## config.mk

```make
export PLATFORM = sky130hd
export DESIGN_NAME = button_debounce
export DESIGN_NICKNAME = d
export VERILOG_FILES = /design/src/rtl/button_debounce.sv
export SDC_FILE = /design/constraint.sdc
export NUM_CORES = 1
export LEC_CHECK = 0
export ABC_AREA = 1
export ABC_CLOCK_PERIOD_IN_PS = 1900
export CAP_MARGIN = 20
export CORE_ASPECT_RATIO = 0.7
export CORE_MARGIN = 2
export CORE_UTILIZATION = 50
export DETAILED_ROUTE_END_ITERATION = 10
export PLACE_DENSITY = 0.63
export SLEW_MARGIN = 10
export SYNTH_ARGS = -nofsm -noshare
export SYNTH_HDL_FRONTEND = slang
export SYNTH_SLANG_ARGS = --single-unit
```

## constraint.sdc

```tcl
create_clock -name clk -period 1.9 [get_ports clk]
set_input_delay 0.475 -clock clk [delete_from_list [all_inputs] [get_ports clk]]
set_output_delay 0.475 -clock clk [all_outputs]
set_load 0.005 [all_outputs]
```

## src/rtl/button_debounce.sv

```systemverilog
// Module: button_debounce
//
// Conditions the push-button pad inputs. Each raw input goes through a
// 2-flop synchroniser and then into its own debounce FSM. The FSM produces
// a clean level and single-cycle press, release and long-press pulses.
//
// Ports:
//   clk          in   1      system clock; all logic is on posedge
//   rst          in   1      synchronous, active-high reset
//   btn_raw      in   N_BTN  raw asynchronous pad inputs, 1 = pressed
//   btn_level    out  N_BTN  debounced level, 1 = pressed
//   btn_press    out  N_BTN  1-cycle pulse when a press is accepted
//   btn_release  out  N_BTN  1-cycle pulse when a release is accepted
//   btn_long     out  N_BTN  1-cycle pulse, once per press, LONG_CYCLES after btn_press
module button_debounce #(
   parameter int N_BTN           = 2,
   parameter int DEBOUNCE_CYCLES = 120000,
   parameter int LONG_CYCLES     = 12000000
) (
   input  logic             clk,
   input  logic             rst,
   input  logic [N_BTN-1:0] btn_raw,
   output logic [N_BTN-1:0] btn_level,
   output logic [N_BTN-1:0] btn_press,
   output logic [N_BTN-1:0] btn_release,
   output logic [N_BTN-1:0] btn_long
);

   localparam int DEB_W  = (DEBOUNCE_CYCLES > 2) ? $clog2(DEBOUNCE_CYCLES) : 1;
   localparam int HOLD_W = $clog2(LONG_CYCLES + 1);

   localparam logic [DEB_W-1:0]  DEB_LAST  = DEB_W'(DEBOUNCE_CYCLES - 1);
   localparam logic [HOLD_W-1:0] HOLD_MAX  = HOLD_W'(LONG_CYCLES);
   localparam logic [HOLD_W-1:0] HOLD_FIRE = HOLD_W'(LONG_CYCLES - 1);

   typedef enum logic [1:0] {
      RELEASED     = 2'd0,
      PRESS_WAIT   = 2'd1,
      PRESSED      = 2'd2,
      RELEASE_WAIT = 2'd3
   } state_t;

   // Two-flop synchroniser. Nothing downstream looks at btn_raw directly.
   logic [N_BTN-1:0] sync1_reg;
   logic [N_BTN-1:0] btn_sync;

   always_ff @(posedge clk) begin
      if (rst) begin
         sync1_reg <= '0;
         btn_sync  <= '0;
      end else begin
         sync1_reg <= btn_raw;
         btn_sync  <= sync1_reg;
      end
   end

   genvar gi;
   generate
      for (gi = 0; gi < N_BTN; gi++) begin : g_btn
         state_t             state_reg, state_next;
         logic [DEB_W-1:0]   deb_reg, deb_next;
         logic [HOLD_W-1:0]  hold_reg, hold_next, hold_inc;
         logic               long_done_reg, long_done_next;
         logic               level_reg, level_next;
         logic               press_reg, press_next;
         logic               release_reg, release_next;
         logic               long_reg, long_next;

         always_ff @(posedge clk) begin
            if (rst) begin
               state_reg     <= RELEASED;
               deb_reg       <= '0;
               hold_reg      <= '0;
               long_done_reg <= 1'b0;
               level_reg     <= 1'b0;
               press_reg     <= 1'b0;
               release_reg   <= 1'b0;
               long_reg      <= 1'b0;
            end else begin
               state_reg     <= state_next;
               deb_reg       <= deb_next;
               hold_reg      <= hold_next;
               long_done_reg <= long_done_next;
               level_reg     <= level_next;
               press_reg     <= press_next;
               release_reg   <= release_next;
               long_reg      <= long_next;
            end
         end

         // Saturating increment so a very long hold never wraps back to zero.
         assign hold_inc = (hold_reg == HOLD_MAX) ? hold_reg : hold_reg + 1'b1;

         always_comb begin
            state_next     = state_reg;
            deb_next       = deb_reg;
            hold_next      = hold_reg;
            long_done_next = long_done_reg;
            level_next     = level_reg;
            press_next     = 1'b0;
            release_next   = 1'b0;
            long_next      = 1'b0;

            case (state_reg)
               RELEASED: begin
                  if (btn_sync[gi]) begin
                     state_next = PRESS_WAIT;
                     deb_next   = '0;
                  end
               end
               PRESS_WAIT: begin
                  if (!btn_sync[gi]) begin
                     state_next = RELEASED;       // bounce: drop silently
                  end else if (deb_reg == DEB_LAST) begin
                     state_next     = PRESSED;
                     press_next     = 1'b1;
                     level_next     = 1'b1;
                     hold_next      = '0;
                     long_done_next = 1'b0;
                  end else begin
                     deb_next = deb_reg + 1'b1;
                  end
               end
               PRESSED: begin
                  hold_next = hold_inc;
                  if (!btn_sync[gi]) begin
                     state_next = RELEASE_WAIT;
                     deb_next   = '0;
                  end
               end
               RELEASE_WAIT: begin
                  // The hold time keeps running through a release glitch so
                  // the long-press timing is not disturbed by it.
                  hold_next = hold_inc;
                  if (btn_sync[gi]) begin
                     state_next = PRESSED;
                  end else if (deb_reg == DEB_LAST) begin
                     state_next   = RELEASED;
                     release_next = 1'b1;
                     level_next   = 1'b0;
                  end else begin
                     deb_next = deb_reg + 1'b1;
                  end
               end
               default: begin
                  state_next = RELEASED;
               end
            endcase

            // hold_reg counts from 0 at the press edge, so it steps to
            // LONG_CYCLES exactly LONG_CYCLES cycles after btn_press.
            // A release accepted on the same edge suppresses the pulse.
            if (((state_reg == PRESSED) || (state_reg == RELEASE_WAIT)) &&
                !long_done_reg && !release_next && (hold_reg == HOLD_FIRE)) begin
               long_next      = 1'b1;
               long_done_next = 1'b1;
            end
         end

         assign btn_level[gi]   = level_reg;
         assign btn_press[gi]   = press_reg;
         assign btn_release[gi] = release_reg;
         assign btn_long[gi]    = long_reg;
      end
   endgenerate

endmodule

```

==> impl_table.tex, run 1 <==
\begin{tabular}{lr}
\hline
Metric & Value \\
\hline
\multicolumn{2}{l}{\textbf{Run status}} \\
Status & completed \\
\multicolumn{2}{l}{\textbf{STA}} \\
RSZ-0062 raised after global routing & yes \\
Final cycle utilization of the critical path & between 90 and 100\% \\
Pins over their slew limit & 0 \\
Tmin final & about 1.8 ns \\
Min setup slack post-route & 0.1254 ns \\
Hold violation total from the final report & 0 \\
Setup violators final & 0 \\
Worst slew pin tran & between 0.5 and 0.6 ns \\
Max Clock Freq & 563.5 MHz \\
Worst slew margin & 64.74\% \\
Clock skew & $\sim$0.0069 ns \\
\multicolumn{2}{l}{\textbf{Place}} \\
Placed wire-length estimate & $\sim$11 mm \\
Final weighted congestion in routability-driven placement & between 0.8 and 0.9 \\
Post-placement worst setup slack & 0.1009 ns \\
Input/output buffers & 11 \\
\multicolumn{2}{l}{\textbf{Yosys}} \\
Prevailing post-synth register cell & dfxtp\_1 \\
Avg Inst Size Synth & a little over 6 um\^{}2 \\
Number of standard cells after synthesis & $\sim$1,000 \\
Dominant cell type by area after synthesis & dfxtp\_1 \\
Number of enable flip-flop cells after synthesis & 0 \\
Portion of synthesized cell area occupied by the leading cell type & approximately a third \\
Sequential fraction of the synthesis area & $\sim$32\% \\
Netlist area before placement & a little over 6000 um\^{}2 \\
Synthesis Warnings & 0 \\
Proportion of synthesized flip-flops having asynchronous set or reset & 0\% \\
Net count of the mapped netlist & a little over 1,000 \\
Number of storage elements in the synthesis netlist & 100 \\
Cell types with the largest area share after synthesis & dfxtp\_1, nand2\_1, nor2\_1 \\
Most frequently used cell type in the post-synthesis netlist & nand2\_1 \\
Number of unique standard cell types used by synthesis & 36 \\
Post-synth top cells & nand2\_1, nor2\_1, dfxtp\_1 \\
\multicolumn{2}{l}{\textbf{Floorplanning}} \\
Floorplan die area & roughly 13,000 um\^{}2 \\
Core Region & 12,250 um\^{}2 \\
Height of the die & just under 100 um \\
Row cnt & 34 \\
Number of primary I/O pins & 12 \\
Floorplan die width & 137.1 um \\
Initial standard-cell utilization of the core & between 50 and 60\% \\
\multicolumn{2}{l}{\textbf{Critical path}} \\
Crit path to & g\_btn[0].hold\_reg[6] \\
Flop2flop setup slack & about 0.13 ns \\
Largest fanout on the critical path & 12 \\
Critical Path AT & $\sim$2.0 ns \\
Type of the worst setup path & reg -> reg \\
Beginning of the worst register-to-register path & g\_btn[0].deb\_reg[0] \\
First element of the critical path & g\_btn[0].deb\_reg[0] \\
Number of cells on the worst reg-to-reg path & 10 \\
Capture point of the worst reg-to-reg path & g\_btn[0].hold\_reg[6] \\
Kind of start point of the critical path & register \\
CP Capture Type & register \\
Worst path required time & around 2.1 ns \\
\multicolumn{2}{l}{\textbf{Clock tree}} \\
Number of sinks driven by the clock tree & 100 \\
Clock transition time at the flip-flop clock pins of the worst setup and hold paths & roughly 0.07 ns \\
Maximum number of buffers from clock root to sink & 2 \\
Number of hold buffers added after cts & 0 \\
CTS Buf Count & 9 \\
Clock tree from TritonCTS & built \\
Root Buffer & clkbuf\_16 \\
Later-pin clock latency in the skew report & about 0.35 ns \\
H-Tree Level Count & 3 \\
\multicolumn{2}{l}{\textbf{Power and ir drop}} \\
Cell leakage power & 0.002400 uW \\
Peak supply drop & about 0.46 mV \\
Logic gate share of total power & under 10\% \\
Clock share of power & a little under half \\
Fraction of power consumed by sequential logic & roughly half \\
Internal Dissipation & roughly 3300 uW \\
Ratio of total power to cell area & between 600 and 700 nW/um\^{}2 \\
Share of total power consumed by net switching & 22.58\% \\
Power spent charging and discharging nets & between 900 and 1000 uW \\
\multicolumn{2}{l}{\textbf{Route}} \\
\# DRC & 0 \\
Via/cell ratio & 5.053 \\
Post-detailed-route count of antenna-violating nets & 0 \\
Final routed wire length divided by cell count & approximately 13 um \\
DRT Wirelength & $\sim$16 mm \\
1st-pass router iterations & 5 \\
Total vias in the final route & around 6,100 \\
Iteration-0 DRC count of the detailed router & 460 \\
\multicolumn{2}{l}{\textbf{Layout}} \\
Max FFs per register & between 40 and 50 \\
Utilization after layout & between 50\% and 60\% \\
Synthesis-to-finish area growth & 10.57\% \\
Fill cell total of the finished layout & 1,261 \\
Final layout net count & approximately 1,000 \\
Fraction of final layout cells sized beyond drive strength 1 & 8.189\% \\
Antenna Cells & 0 \\
\multicolumn{2}{l}{\textbf{Global routing}} \\
Vias in the first global route & about 5,200 \\
Antenna violations before repair & 0 \\
Maximum number of pins on one net before global-route repair & 31 \\
Aggregate global-route resource usage & around a quarter \\
Wire length of the first global-routing pass & 25.43 mm \\
Total overflow reported by the global router & 0 \\
\multicolumn{2}{l}{\textbf{Worst hold path}} \\
Path category of the worst min-delay check & reg -> reg \\
\multicolumn{2}{l}{\textbf{Flow run}} \\
Max capacitance violation total & 0 \\
\hline
\end{tabular}
placed cells by master, fill, tap and decap left out, drive strengths merged, types with 2 or more instances in the layout:
master	instances
a21oi	63
clkdlybuf4s50	10
ha	6
clkbuf	9
xor2	13
bufinv	2
xnor2	5
nor4	3
nand3	99
dfxtp	100
nor2	215
inv	108
nor3b	3
nand3b	7
buf	25
nor3	10
o21ai	33
nand4	16
clkinv	3
nand2	299
or2	6
logic make-up after synthesis:
logic type                 count (synthesis)  share of synthesized area [%]
xor gates and xnor gates                  18                          2.662
AOI/OAI and AO/OA                         99                          8.107
DFF                                      100                          32.26
adders and majority gates                  6                          1.210
buffers and inverters                    143                          10.43
and+or+nand+nor                          656                          45.33
stage by stage:
stage	power [uW]	TNS (ns)	cell area (um^2)	hold WS [ns]	instances
finish	4261	0	6860	0.4079	1200
detailed placement	2271	0	6460	0.3983	1181
global placement	2271	0	6460	0.3956	1181
CTS	4298	0	6783	0.4094	1196
global route	4386	-0.02953	6860	0.4306	1200
floorplan	2232	0	6205	0.3883	1022
critical path, cell delays in order (launching register included):
cell,delay (ns)
dfxtp_1,0.38
ha_1,0.21
inv_2,0.06
nor2_4,0.14
inv_2,0.07
nor2_4,0.12
nand3_2,0.12
nand2_4,0.14
nand3_4,0.20
nand2_1,0.12
a21oi_1,0.07
layout make-up:
class | instances | area (um^2) | share of cell area [%]
clock buffer | 9 | 225.2 | 3.283
sequential | 100 | 2002 | 29.18
inverter | 107 | 404.1 | 5.891
tap | 162 | 202.7 | 2.955
multi-input combinational | 781 | 3606 | 52.56
clock inverter | 6 | 97.59 | 1.423
timing repair buffer | 35 | 322.8 | 4.705
power by group through the flow:
| stage | logic (uW) | clock network (uW) | registers, uW |
|---|---|---|---|
| floorplan | 77.4 | 0 | 2150 |
| global placement | 113 | 0 | 2160 |
| detailed placement | 113 | 0 | 2160 |
| CTS | 114 | 2080 | 2110 |
| global route | 129 | 2150 | 2110 |
| finish | 117 | 2030 | 2110 |
per-layer routing:
| layer | GRT usage [%] | vias up | part of all wire, % |
|---|---|---|---|
| met4 | 5.234 | 0 | 0.97 |
| met3 | 3.860 | 14 | 5.1 |
| met2 | 32.72 | 159 | 40 |
| li1 | - | 3232 | - |
| met1 | 37.07 | 2658 | 54 |
| met5 | 0 | - | 0 |
worst min-delay path by stage:
stage	depth (start not counted)	endpoint	slack, ns	start
after floorplan	2	btn_sync[0]	0.39	sync1_reg[0]
after CTS	2	btn_sync[0]	0.41	sync1_reg[0]
after global routing	2	btn_sync[1]	0.43	sync1_reg[1]
final	2	btn_sync[0]	0.41	sync1_reg[0]
after detailed placement	2	btn_sync[0]	0.40	sync1_reg[0]
after global placement	2	btn_sync[0]	0.40	sync1_reg[0]
repair_timing:
item,in CTS,in global routing
endpoints found under the hold margin,0,0
setup buffers,0,2
resized for setup,0,5
endpoints found under the setup margin,0,22
Note: power is estimated with default switching activity, not from simulation.
==> inputs of run 2 (changes only) <==
Settings changed: SETUP_SLACK_MARGIN set to 0.05.
==> run 2 against run 1 <==
Flip-flop and latch count did not move. Clock skew rose by 0.0058 ns. Critical endpoint is now g_btn[1].deb_reg[16]. Global-route usage unchanged. Design area up 0.57%. Setup slack gained 0.024 ns. Combinational power about the same. Non-clock buffer count up 3. Register-to-register slack gained 0.02 ns. Hold slack lost 0.0011 ns. Count of clock-buffer cells in the layout stayed put. Sequential share of layout area down 0.11 points. Die area did not move.
==> impl_table.tex, run 2 (same netlist as run 1, synthesis figures left out) <==
\begin{tabular}{lr}
\hline
Metric & Value \\
\hline
\multicolumn{2}{l}{\textbf{Route}} \\
DRT Wirelength & 15.77 mm \\
Iteration-0 DRC count of the detailed router & roughly 430 \\
1st-pass router iterations & 5 \\
Final routed wire length divided by cell count & around 13 um \\
Total vias in the final route & 6,136 \\
Via/cell ratio & slightly above 5 \\
Post-detailed-route count of antenna-violating nets & 0 \\
\# DRC & 0 \\
\multicolumn{2}{l}{\textbf{Place}} \\
Final weighted congestion in routability-driven placement & around 0.9 \\
Placed wire-length estimate & 10.92 mm \\
Input/output buffers & 11 \\
\multicolumn{2}{l}{\textbf{Layout}} \\
Final layout net count & between 1,000 and 1,500 \\
Fill cell total of the finished layout & 1,256 \\
Leading cell types in the layout, fill and taps excluded & nand2\_1, nor2\_1, dfxtp\_1, inv\_1, nand3\_1 \\
Utilization after layout & between 50\% and 60\% \\
Fraction of final layout cells sized beyond drive strength 1 & between 8 and 9\% \\
Max FFs per register & 48 \\
Most common cell after layout, fill and taps aside & nand2\_1 \\
Antenna Cells & 0 \\
Synthesis-to-finish area growth & 11.19\% \\
\multicolumn{2}{l}{\textbf{Floorplanning}} \\
Core Region & 12,250 um\^{}2 \\
Floorplan die width & roughly 140 um \\
Height of the die & between 90 and 100 um \\
Row cnt & 34 \\
Number of primary I/O pins & 12 \\
Floorplan die area & $\sim$13,000 um\^{}2 \\
Initial standard-cell utilization of the core & 50.64\% \\
\multicolumn{2}{l}{\textbf{Critical path}} \\
Maximum cell stage delay along the critical path & $\sim$0.36 ns \\
CP Capture Type & register \\
Largest fanout on the critical path & 6 \\
Critical Path AT & 1.98 ns \\
Worst path required time & 2.13 ns \\
Beginning of the worst register-to-register path & g\_btn[1].deb\_reg[1] \\
Kind of start point of the critical path & register \\
Capture point of the worst reg-to-reg path & g\_btn[1].deb\_reg[16] \\
Critical path, cell by cell & ha\_1 -> nand3\_1 -> nor2\_2 -> nand4\_1 -> nand2\_2 -> buf\_4 -> nor2\_1 -> nor2\_1 -> nor2\_1 \\
Worst path slowest cell & dfxtp\_1 \\
Type of the worst setup path & reg -> reg \\
Number of cells on the worst reg-to-reg path & 9 \\
Flop2flop setup slack & about 0.15 ns \\
Dominant cell type by count on the critical path & nor2\_1 \\
\multicolumn{2}{l}{\textbf{STA}} \\
Clock skew & approximately 0.013 ns \\
Hold violation total from the final report & 0 \\
RSZ-0062 raised after global routing & no \\
Total negative slack for setup checks & 0 ns \\
Tmin final & 1.750 ns \\
Worst slew margin & between 60 and 70\% \\
Max Clock Freq & $\sim$570 MHz \\
Pins over their slew limit & 0 \\
Setup violators final & 0 \\
Worst slew pin tran & between 0.4 and 0.5 ns \\
Final cycle utilization of the critical path & between 90\% and 100\% \\
\multicolumn{2}{l}{\textbf{Global routing}} \\
Maximum number of pins on one net before global-route repair & 31 \\
Aggregate global-route resource usage & between 20\% and 30\% \\
Antenna violations before repair & 0 \\
Wire length of the first global-routing pass & between 20 and 30 mm \\
Vias in the first global route & about 5,200 \\
Total overflow reported by the global router & 0 \\
\multicolumn{2}{l}{\textbf{Power and ir drop}} \\
Cell leakage power & between 0.002 and 0.0025 uW \\
Ratio of total power to cell area & just over 600 nW/um\^{}2 \\
Peak supply drop & about 0.46 mV \\
\multicolumn{2}{l}{\textbf{Clock tree}} \\
Clock tree from TritonCTS & built \\
Later-pin clock latency in the skew report & between 0.3 and 0.4 ns \\
Number of sinks driven by the clock tree & 100 \\
H-Tree Level Count & 3 \\
Maximum number of buffers from clock root to sink & 2 \\
Root Buffer & clkbuf\_16 \\
Clock transition time at the flip-flop clock pins of the worst setup and hold paths & about 0.080 ns \\
CTS Buf Count & 9 \\
\multicolumn{2}{l}{\textbf{Worst hold path}} \\
End point of the most critical hold path & btn\_sync[0] \\
HP Start & sync1\_reg[0] \\
Count of cells along the worst hold path & 2 \\
Path category of the worst min-delay check & reg -> reg \\
\multicolumn{2}{l}{\textbf{Run status}} \\
Status & completed \\
\multicolumn{2}{l}{\textbf{Flow run}} \\
Max capacitance violation total & 0 \\
\hline
\end{tabular}
[run 2: cell count changes in the layout (fill, tap and decap cells not counted), moves of 2 or more]
| cell | before | now |
|---|---|---|
| dfxtp_2 | 0 | 3 |
| nand2_4 | 3 | 1 |
| nand2_2 | 4 | 6 |
| dfxtp_1 | 100 | 97 |
| buf_4 | 21 | 23 |
[run 2: layout make-up]
class | instances | area, um^2 | area share [%]
timing repair buffer | 38 | 362.8 | 5.259
tap | 162 | 202.7 | 2.938
sequential | 100 | 2006 | 29.07
clock inverter | 6 | 97.59 | 1.415
clock buffer | 9 | 225.2 | 3.264
inverter | 107 | 406.6 | 5.894
multi-input combinational | 781 | 3598 | 52.16
[run 2: worst max-delay path by stage]
stage                    startpoint               endpoint  slack, ns  cells after the start
3_5_place_dp    g_btn[0].deb_reg[0]  g_btn[0].hold_reg[18]       0.10                     10
2_1_floorplan  g_btn[0].hold_reg[0]  g_btn[0].hold_reg[20]       0.33                     13
3_3_place_gp    g_btn[0].deb_reg[0]  g_btn[0].hold_reg[17]       0.19                     11
6_report        g_btn[1].deb_reg[1]   g_btn[1].deb_reg[16]       0.15                      9
4_1_cts         g_btn[0].deb_reg[0]  g_btn[0].hold_reg[18]       0.08                     10
5_1_grt         g_btn[1].deb_reg[1]   g_btn[1].deb_reg[16]     0.0003                      9
[run 2: power by group]
group	internal, uW	switching [uW]
Clock	1170	870
Combinational	30.3	86.9
Sequential	2100	7.33
Total	3300	964
[run 2: routing by layer]
| metal | global-route usage [%] | share of wire [%] |
|---|---|---|
| met1 | 37.07 | 54 |
| met2 | 32.72 | 40 |
| met3 | 3.860 | 5.4 |
| met4 | 5.234 | 0.65 |
| met5 | 0 | 0 |
[run 2: timing repair]
item	CTS	global route
buffers inserted	0	4
hold buffers	0	0
resized for setup	0	10
setup endpoints to repair	0	51
[run 2: critical path, delay by kind of cell, from the launching register on]
family	cells	cell delay [ns]
fa+ha+maj	1	0.19
buf+inv	1	0.18
flops	1	0.36
simple gates	7	0.89
[run 2: metrics by stage]
| stage | hold slack [ns] | instances | setup slack [ns] | power [uW] | instance area, um^2 |
|---|---|---|---|---|---|
| final | 0.4068 | 1203 | 0.1498 | 4263 | 6899 |
| after global routing | 0.4306 | 1203 | 0.0003137 | 4386 | 6899 |
| after CTS | 0.4094 | 1196 | 0.08438 | 4298 | 6783 |
| after detailed placement | 0.3983 | 1181 | 0.1009 | 2271 | 6460 |
| after global placement | 0.3956 | 1181 | 0.1868 | 2271 | 6460 |
| after floorplan | 0.3883 | 1022 | 0.3309 | 2232 | 6205 |
==> inputs of run 3 (changes only) <==
Settings changed: GPL_TIMING_DRIVEN set to 0, PLACE_DENSITY 0.63 to 0.64.
==> run 3 against run 2 <==
Hold slack got worse by 0.0080 ns. Maximum frequency decreased by 2.1%. Clock skew decreased by 0.0041 ns. Utilization increased by 0.25 points. Register-to-register slack about the same. First-iteration DRC count increased by 9.5%. Via count increased by 1.2%. Clock power decreased by 14%. Highest routed layer unchanged.
==> impl_table.tex, run 3 (same netlist as run 1, synthesis figures left out) <==
\begin{tabular}{lr}
\hline
Metric & Value \\
\hline
\multicolumn{2}{l}{\textbf{Critical path}} \\
Beginning of the worst register-to-register path & g\_btn[0].deb\_reg[0] \\
Worst path slowest cell & clkdlybuf4s50\_1 \\
Flop2flop setup slack & around 0.15 ns \\
Number of cells on the worst reg-to-reg path & 11 \\
Critical path, cell by cell & buf\_4 -> clkdlybuf4s50\_1 \\
Dominant delay contributor by cell family on the critical path & buffers and inverters \\
Critical Path AT & roughly 1.3 ns \\
CP Capture Type & output pin \\
Critical path depth & 2 \\
Capture point of the worst reg-to-reg path & g\_btn[0].deb\_reg[13] \\
Maximum cell stage delay along the critical path & 0.48 ns \\
Kind of start point of the critical path & register \\
Worst path required time & between 1 and 1.5 ns \\
Largest fanout on the critical path & 1 \\
Type of the worst setup path & reg -> out \\
CP bufs+invs & 2 \\
\multicolumn{2}{l}{\textbf{Floorplanning}} \\
Height of the die & between 90 and 100 um \\
Core Region & 12,250 um\^{}2 \\
Row cnt & 34 \\
Floorplan die width & roughly 140 um \\
Floorplan die area & 13,330 um\^{}2 \\
Number of primary I/O pins & 12 \\
Initial standard-cell utilization of the core & between 50\% and 60\% \\
\multicolumn{2}{l}{\textbf{Clock tree}} \\
Number of sinks driven by the clock tree & 100 \\
Number of hold buffers added after cts & 0 \\
Clock tree from TritonCTS & built \\
Root Buffer & clkbuf\_16 \\
H-Tree Level Count & 3 \\
CTS Buf Count & 9 \\
Clock transition time at the flip-flop clock pins of the worst setup and hold paths & 0.07 ns \\
Later-pin clock latency in the skew report & roughly 0.35 ns \\
Maximum number of buffers from clock root to sink & 2 \\
\multicolumn{2}{l}{\textbf{STA}} \\
Pins over their slew limit & 0 \\
RSZ-0062 raised after global routing & yes \\
Worst slew pin tran & approximately 0.7 ns \\
Tmin final & $\sim$1.8 ns \\
Clock skew & between 0.008 and 0.009 ns \\
Hold violation total from the final report & 0 \\
Total negative slack for setup checks & 0 ns \\
Max Clock Freq & around 560 MHz \\
Final cycle utilization of the critical path & roughly 94\% \\
Setup violators final & 0 \\
Worst slew margin & between 50 and 60\% \\
\multicolumn{2}{l}{\textbf{Route}} \\
DRT Wirelength & approximately 16 mm \\
Post-detailed-route count of antenna-violating nets & 0 \\
Iteration-0 DRC count of the detailed router & 473 \\
Via/cell ratio & a little over 5 \\
\# DRC & 0 \\
Total vias in the final route & 6,211 \\
Final routed wire length divided by cell count & $\sim$13 um \\
1st-pass router iterations & 5 \\
\multicolumn{2}{l}{\textbf{Global routing}} \\
Maximum number of pins on one net before global-route repair & 18 \\
Antenna violations before repair & 0 \\
Busiest metal layer after global routing & met1 \\
Global-route track usage on met1 & between 30\% and 40\% \\
Aggregate global-route resource usage & between 20\% and 30\% \\
Met3 Usage GRT & between 4 and 5\% \\
Total overflow reported by the global router & 0 \\
Wire length of the first global-routing pass & 26.99 mm \\
Vias in the first global route & 5,426 \\
Global Route met2 Usage & between 30\% and 40\% \\
\multicolumn{2}{l}{\textbf{Layout}} \\
Fraction of final layout cells sized beyond drive strength 1 & a little over a tenth \\
Utilization after layout & about 57\% \\
Final cell count without fillers & 1,215 \\
Synthesis-to-finish area growth & 11.68\% \\
Max FFs per register & 48 \\
Most common cell after layout, fill and taps aside & nand2\_1 \\
Leading cell types in the layout, fill and taps excluded & nand2\_1, nor2\_1, inv\_1, dfxtp\_1, nand3\_1 \\
Final layout net count & roughly 1,100 \\
Antenna Cells & 0 \\
\multicolumn{2}{l}{\textbf{Flow run}} \\
Max capacitance violation total & 0 \\
\multicolumn{2}{l}{\textbf{Place}} \\
Final weighted congestion in routability-driven placement & between 0.9 and 1 \\
Number of instances in the placed design & around 1,200 \\
Input/output buffers & 11 \\
Placed wire-length estimate & $\sim$12 mm \\
\multicolumn{2}{l}{\textbf{Worst hold path}} \\
End point of the most critical hold path & btn\_sync[1] \\
Count of cells along the worst hold path & 2 \\
Path category of the worst min-delay check & reg -> reg \\
HP Start & sync1\_reg[1] \\
\multicolumn{2}{l}{\textbf{Power and ir drop}} \\
Peak supply drop & $\sim$0.43 mV \\
Ratio of total power to cell area & approximately 580 nW/um\^{}2 \\
Cell leakage power & approximately 0.0024 uW \\
\multicolumn{2}{l}{\textbf{Run status}} \\
Status & completed \\
\hline
\end{tabular}
-- run 3: routing by layer --
| layer | part of all wire (%) | wire, um | up-vias |
|---|---|---|---|
| met5 | 0 | 0 | - |
| met4 | 1.4 | 221 | 0 |
| met3 | 6.0 | 958 | 17 |
| met2 | 40 | 6339 | 165 |
| met1 | 53 | 8425 | 2755 |
| li1 | - | - | 3274 |
-- run 3: worst max path at each step --
stage	end	slack, ns	startpoint
2_1_floorplan	g_btn[0].hold_reg[20]	0.33	g_btn[0].hold_reg[0]
3_3_place_gp	g_btn[0].level_reg	-0.31	rst
3_5_place_dp	g_btn[0].level_reg	-0.32	rst
4_1_cts	g_btn[1].hold_reg[16]	0.06	g_btn[1].hold_reg[0]
5_1_grt	g_btn[0].hold_reg[21]	0.05	g_btn[0].hold_reg[0]
6_report	btn_release[1]	0.11	g_btn[1].release_reg
-- run 3: cell type report --
class,count,area (um^2)
timing repair buffer,16,147.6
inverter,107,404.1
tap,162,202.7
multi-input combinational,779,3630
clock inverter,6,47.55
clock buffer,9,225.2
sequential,100,2013
fill,1233,5323
buffer,36,259.0
-- run 3: worst min-delay path, cell delays in order (launching register included) --
cell and delay [ns]:
dfxtp_1 0.30, inv_1 0.04, nor2_1 0.03
-- run 3: timing repair --
item	4_1_cts	5_1_grt
pin swaps	0	4
endpoints found under the setup margin	6	89
gates resized for setup	3	38
setup buffers	0	5
-- run 3: metrics by stage --
| step | cell area, um^2 | total power [uW] | hold slack, ns | setup WS, ns |
|---|---|---|---|---|
| 6_report | 6929 | 3991 | 0.3988 | 0.1119 |
| 5_1_grt | 6929 | 4132 | 0.4364 | 0.04978 |
| 4_1_cts | 6799 | 4036 | 0.4007 | 0.05793 |
| 3_5_place_dp | 6518 | 2279 | 0.3924 | -0.3187 |
| 3_3_place_gp | 6518 | 2278 | 0.3903 | -0.3105 |
| 2_1_floorplan | 6205 | 2232 | 0.3883 | 0.3309 |
-- run 3: power by group --
part	switching [uW]	internal [uW]
registers	5.38	2100
clock network	863	897
logic	92.9	32.9
==> RTL change (config.mk and constraints of run 2) <==
`DEBOUNCE_CYCLES`: 120000 -> 60000.
--- a/src/rtl/button_debounce.sv
+++ b/src/rtl/button_debounce.sv
@@ -15,5 +15,5 @@
 module button_debounce #(
    parameter int N_BTN           = 2,
-   parameter int DEBOUNCE_CYCLES = 120000,
+   parameter int DEBOUNCE_CYCLES = 60000,
    parameter int LONG_CYCLES     = 12000000
 ) (
Check against the original RTL: same outputs for any inputs over 10 cycles, from zero or initial values and one cycle with rst high; that may be too few to reach the edited logic, so the function may still have changed.
==> RTL change against run 2 <==
Die area decreased by 3.6%. Routed wire length decreased by 6.6%. Critical path type unchanged. Highest routed layer unchanged. First-iteration DRC count decreased by 15%. Design area decreased by 4.3%. Worst hold slack got worse by 0.018 ns. Worst setup slack improved by 0.011 ns. Largest power group unchanged. Total power decreased by 2.8%. Cell count decreased by 4.4%. Core utilization increased by 0.20 points. Global-route usage increased by 0.77 points. Area after synthesis decreased by 3.7%. Critical path depth increased by 2. Sequential cell count decreased by 2.
==> RTL change: results (changes against run 2) <==
* Nets at 998 (-4.7%)
* Hold EP: g_btn[0].hold_reg[9]
* Initial antenna violation count at 0 (unchanged)
* CP max FO at 4 (-2)
* Ranking of synthesized cells by area: dfxtp_1 (33%), nand2_1 (16%), nor2_1 (11%), nand3_1 (8.9%), inv_1 (7.0%)
* Worst vdd ir at 0.000516 V (+11%)
* Run status: finished, final reports clean
* Worst Reg-to-Reg Cells at 11 (+2)
* Largest net degree at the start of global routing at 53 (+71%)
* Vias in the first global route at 5285 (+1.1%)
* Seq/Total Area, Yosys at 32.8% (+0.58 points)
* CTS Buf Count at 9 (unchanged)
* Unique masters post-synth at 37 (+2.8%)
* Synth warn at 0 (unchanged)
* Asr flop ratio synth at 0% (unchanged)
* CTS max path bufs at 2 (unchanged)
* Final Hold Slack at 0.389 ns (-0.0177 ns)
* Clock skew at 0.00787 ns (-0.00484 ns)
* Worst-Skew Late Latency at 0.35 ns (about the same)
* DR vias/cell at 5.24 (+2.6%)
* R2R Setup Slk at approximately 0.16 ns
* Reg-to-Reg Start: g_btn[0].deb_reg[1]
* DRT iter0 DRCs at 369 (-15%)
* Startpoint types: register
* Post-synth top cells: nand2_1 (251), nor2_1 (180), inv_1 (111), nand3_1 (106), dfxtp_1 (98)
* Post-Route WL at 14700 um (-6.6%)
* I/O Buffers at 11 (unchanged)
* Share of cells above drive strength 1 at 8.46% (-0.47 points)
* Hpwl dp at 11000 um (+0.74%)
* RR Endpoint: g_btn[0].long_done_reg
* Syn_nets at 988 (-4.3%)
* Ant. Diodes at 0 (unchanged)
* Hold_sp: rst
* GRT Util Overall at 24.2% (+0.77 points)
* Max FFs per register at 48 (unchanged)
* Pre-antenna DRT Iters at 5 (unchanged)
* Placed Instance Area at 6210 sq um (-3.9%)
* First-pass GRT wire length at 25300 um (-0.49%)
* Clock transition at the registers of the reported paths at 0.07 ns
* Leakage at 2.40 nW (-0.86%)
* Final hold vios at 0 (unchanged)
* Worst Path Arrival at just under 2 ns
* GP Congestion at 0.878 (-0.19%)
* Main synth FF type: dfxtp_1
* Hold WC Path Type: primary input to register
* Setup Buffers After CTS at 0 (unchanged)
* Max_slew headroom at 61.8% (-5.7 points)
## RTL change: worst max-delay path, stage by stage (launching register included)
cell	delay, ns
dfxtp_1	0.37
ha_1	0.19
nand2_2	0.08
inv_2	0.07
nand2_2	0.06
nor2_4	0.15
nand3_2	0.17
buf_4	0.20
nor2_1	0.12
nand2_1	0.08
nand2_1	0.10
nand2_1	0.05
## RTL change: routing by layer
layer  vias to the layer above  track usage, %  wire length [um]
met3                         8            4.73               660
met4                         0            5.35                97
met2                       127            36.0              6080
met5                         -               0                 0
li1                       3155               -                 -
met1                      2731            35.9              7900
## RTL change: where the power goes
group / total [mW] / switching (mW) / internal, mW
clock network: 1.98 / 0.836 / 1.14
registers: 2.07 / 0.00800 / 2.06
logic: 0.0989 / 0.0732 / 0.0257
## RTL change: worst max-delay path by stage
stage	start	endpoint	slack, ns	depth (start not counted)
2_1_floorplan	g_btn[0].deb_reg[0]	g_btn[0].deb_reg[11]	0.34	11
3_3_place_gp	g_btn[1].deb_reg[1]	g_btn[1].hold_reg[16]	0.12	10
3_5_place_dp	g_btn[0].deb_reg[1]	g_btn[0].deb_reg[9]	0.07	10
4_1_cts	g_btn[0].deb_reg[1]	g_btn[0].deb_reg[9]	0.06	10
5_1_grt	g_btn[0].deb_reg[1]	g_btn[0].long_done_reg	0.01	11
6_report	g_btn[0].deb_reg[1]	g_btn[0].long_done_reg	0.16	11
## RTL change: cell families (layout without fill, tap and decap cells)
family / count (synthesis) / count (layout) / synth area share (%)
XOR/XNOR: 1 / 1 / 0.147
flip-flops: 98 / 98 / 32.8
AND/OR/NAND/NOR: 637 / 638 / 47.3
buffers and inverters: 152 / 166 / 11.0
adder cells (fa/ha/maj): 6 / 6 / 1.26
AO/OA/AOI/OAI: 84 / 84 / 7.50
## RTL change: stage by stage
step | instances | total power, mW | utilization (%) | worst slack, ns
after detailed placement | 1133 | 2.21 | 53.1 | 0.0689
final | 1150 | 4.14 | 56.5 | 0.161
after CTS | 1149 | 4.19 | 55.9 | 0.0584
after global placement | 1133 | 2.21 | 53.1 | 0.124
after global routing | 1150 | 4.28 | 56.5 | 0.0107
after floorplan | 978 | 2.18 | - | 0.338
## RTL change: area by class of cell
cell class | instances | area (sq um)
well taps | 157 | 196
multi-input cells | 729 | 3430
repair buffers | 28 | 233
inverters | 122 | 459
flip-flops and latches | 98 | 1960
fillers | 1174 | 5080
clock buffers | 12 | 267
clock inverters | 4 | 55.1
## RTL change: repair_timing
action	in CTS	in global routing
endpoints found under the setup margin	0	41
hold endpoints to repair	0	0
gates resized for setup	0	14
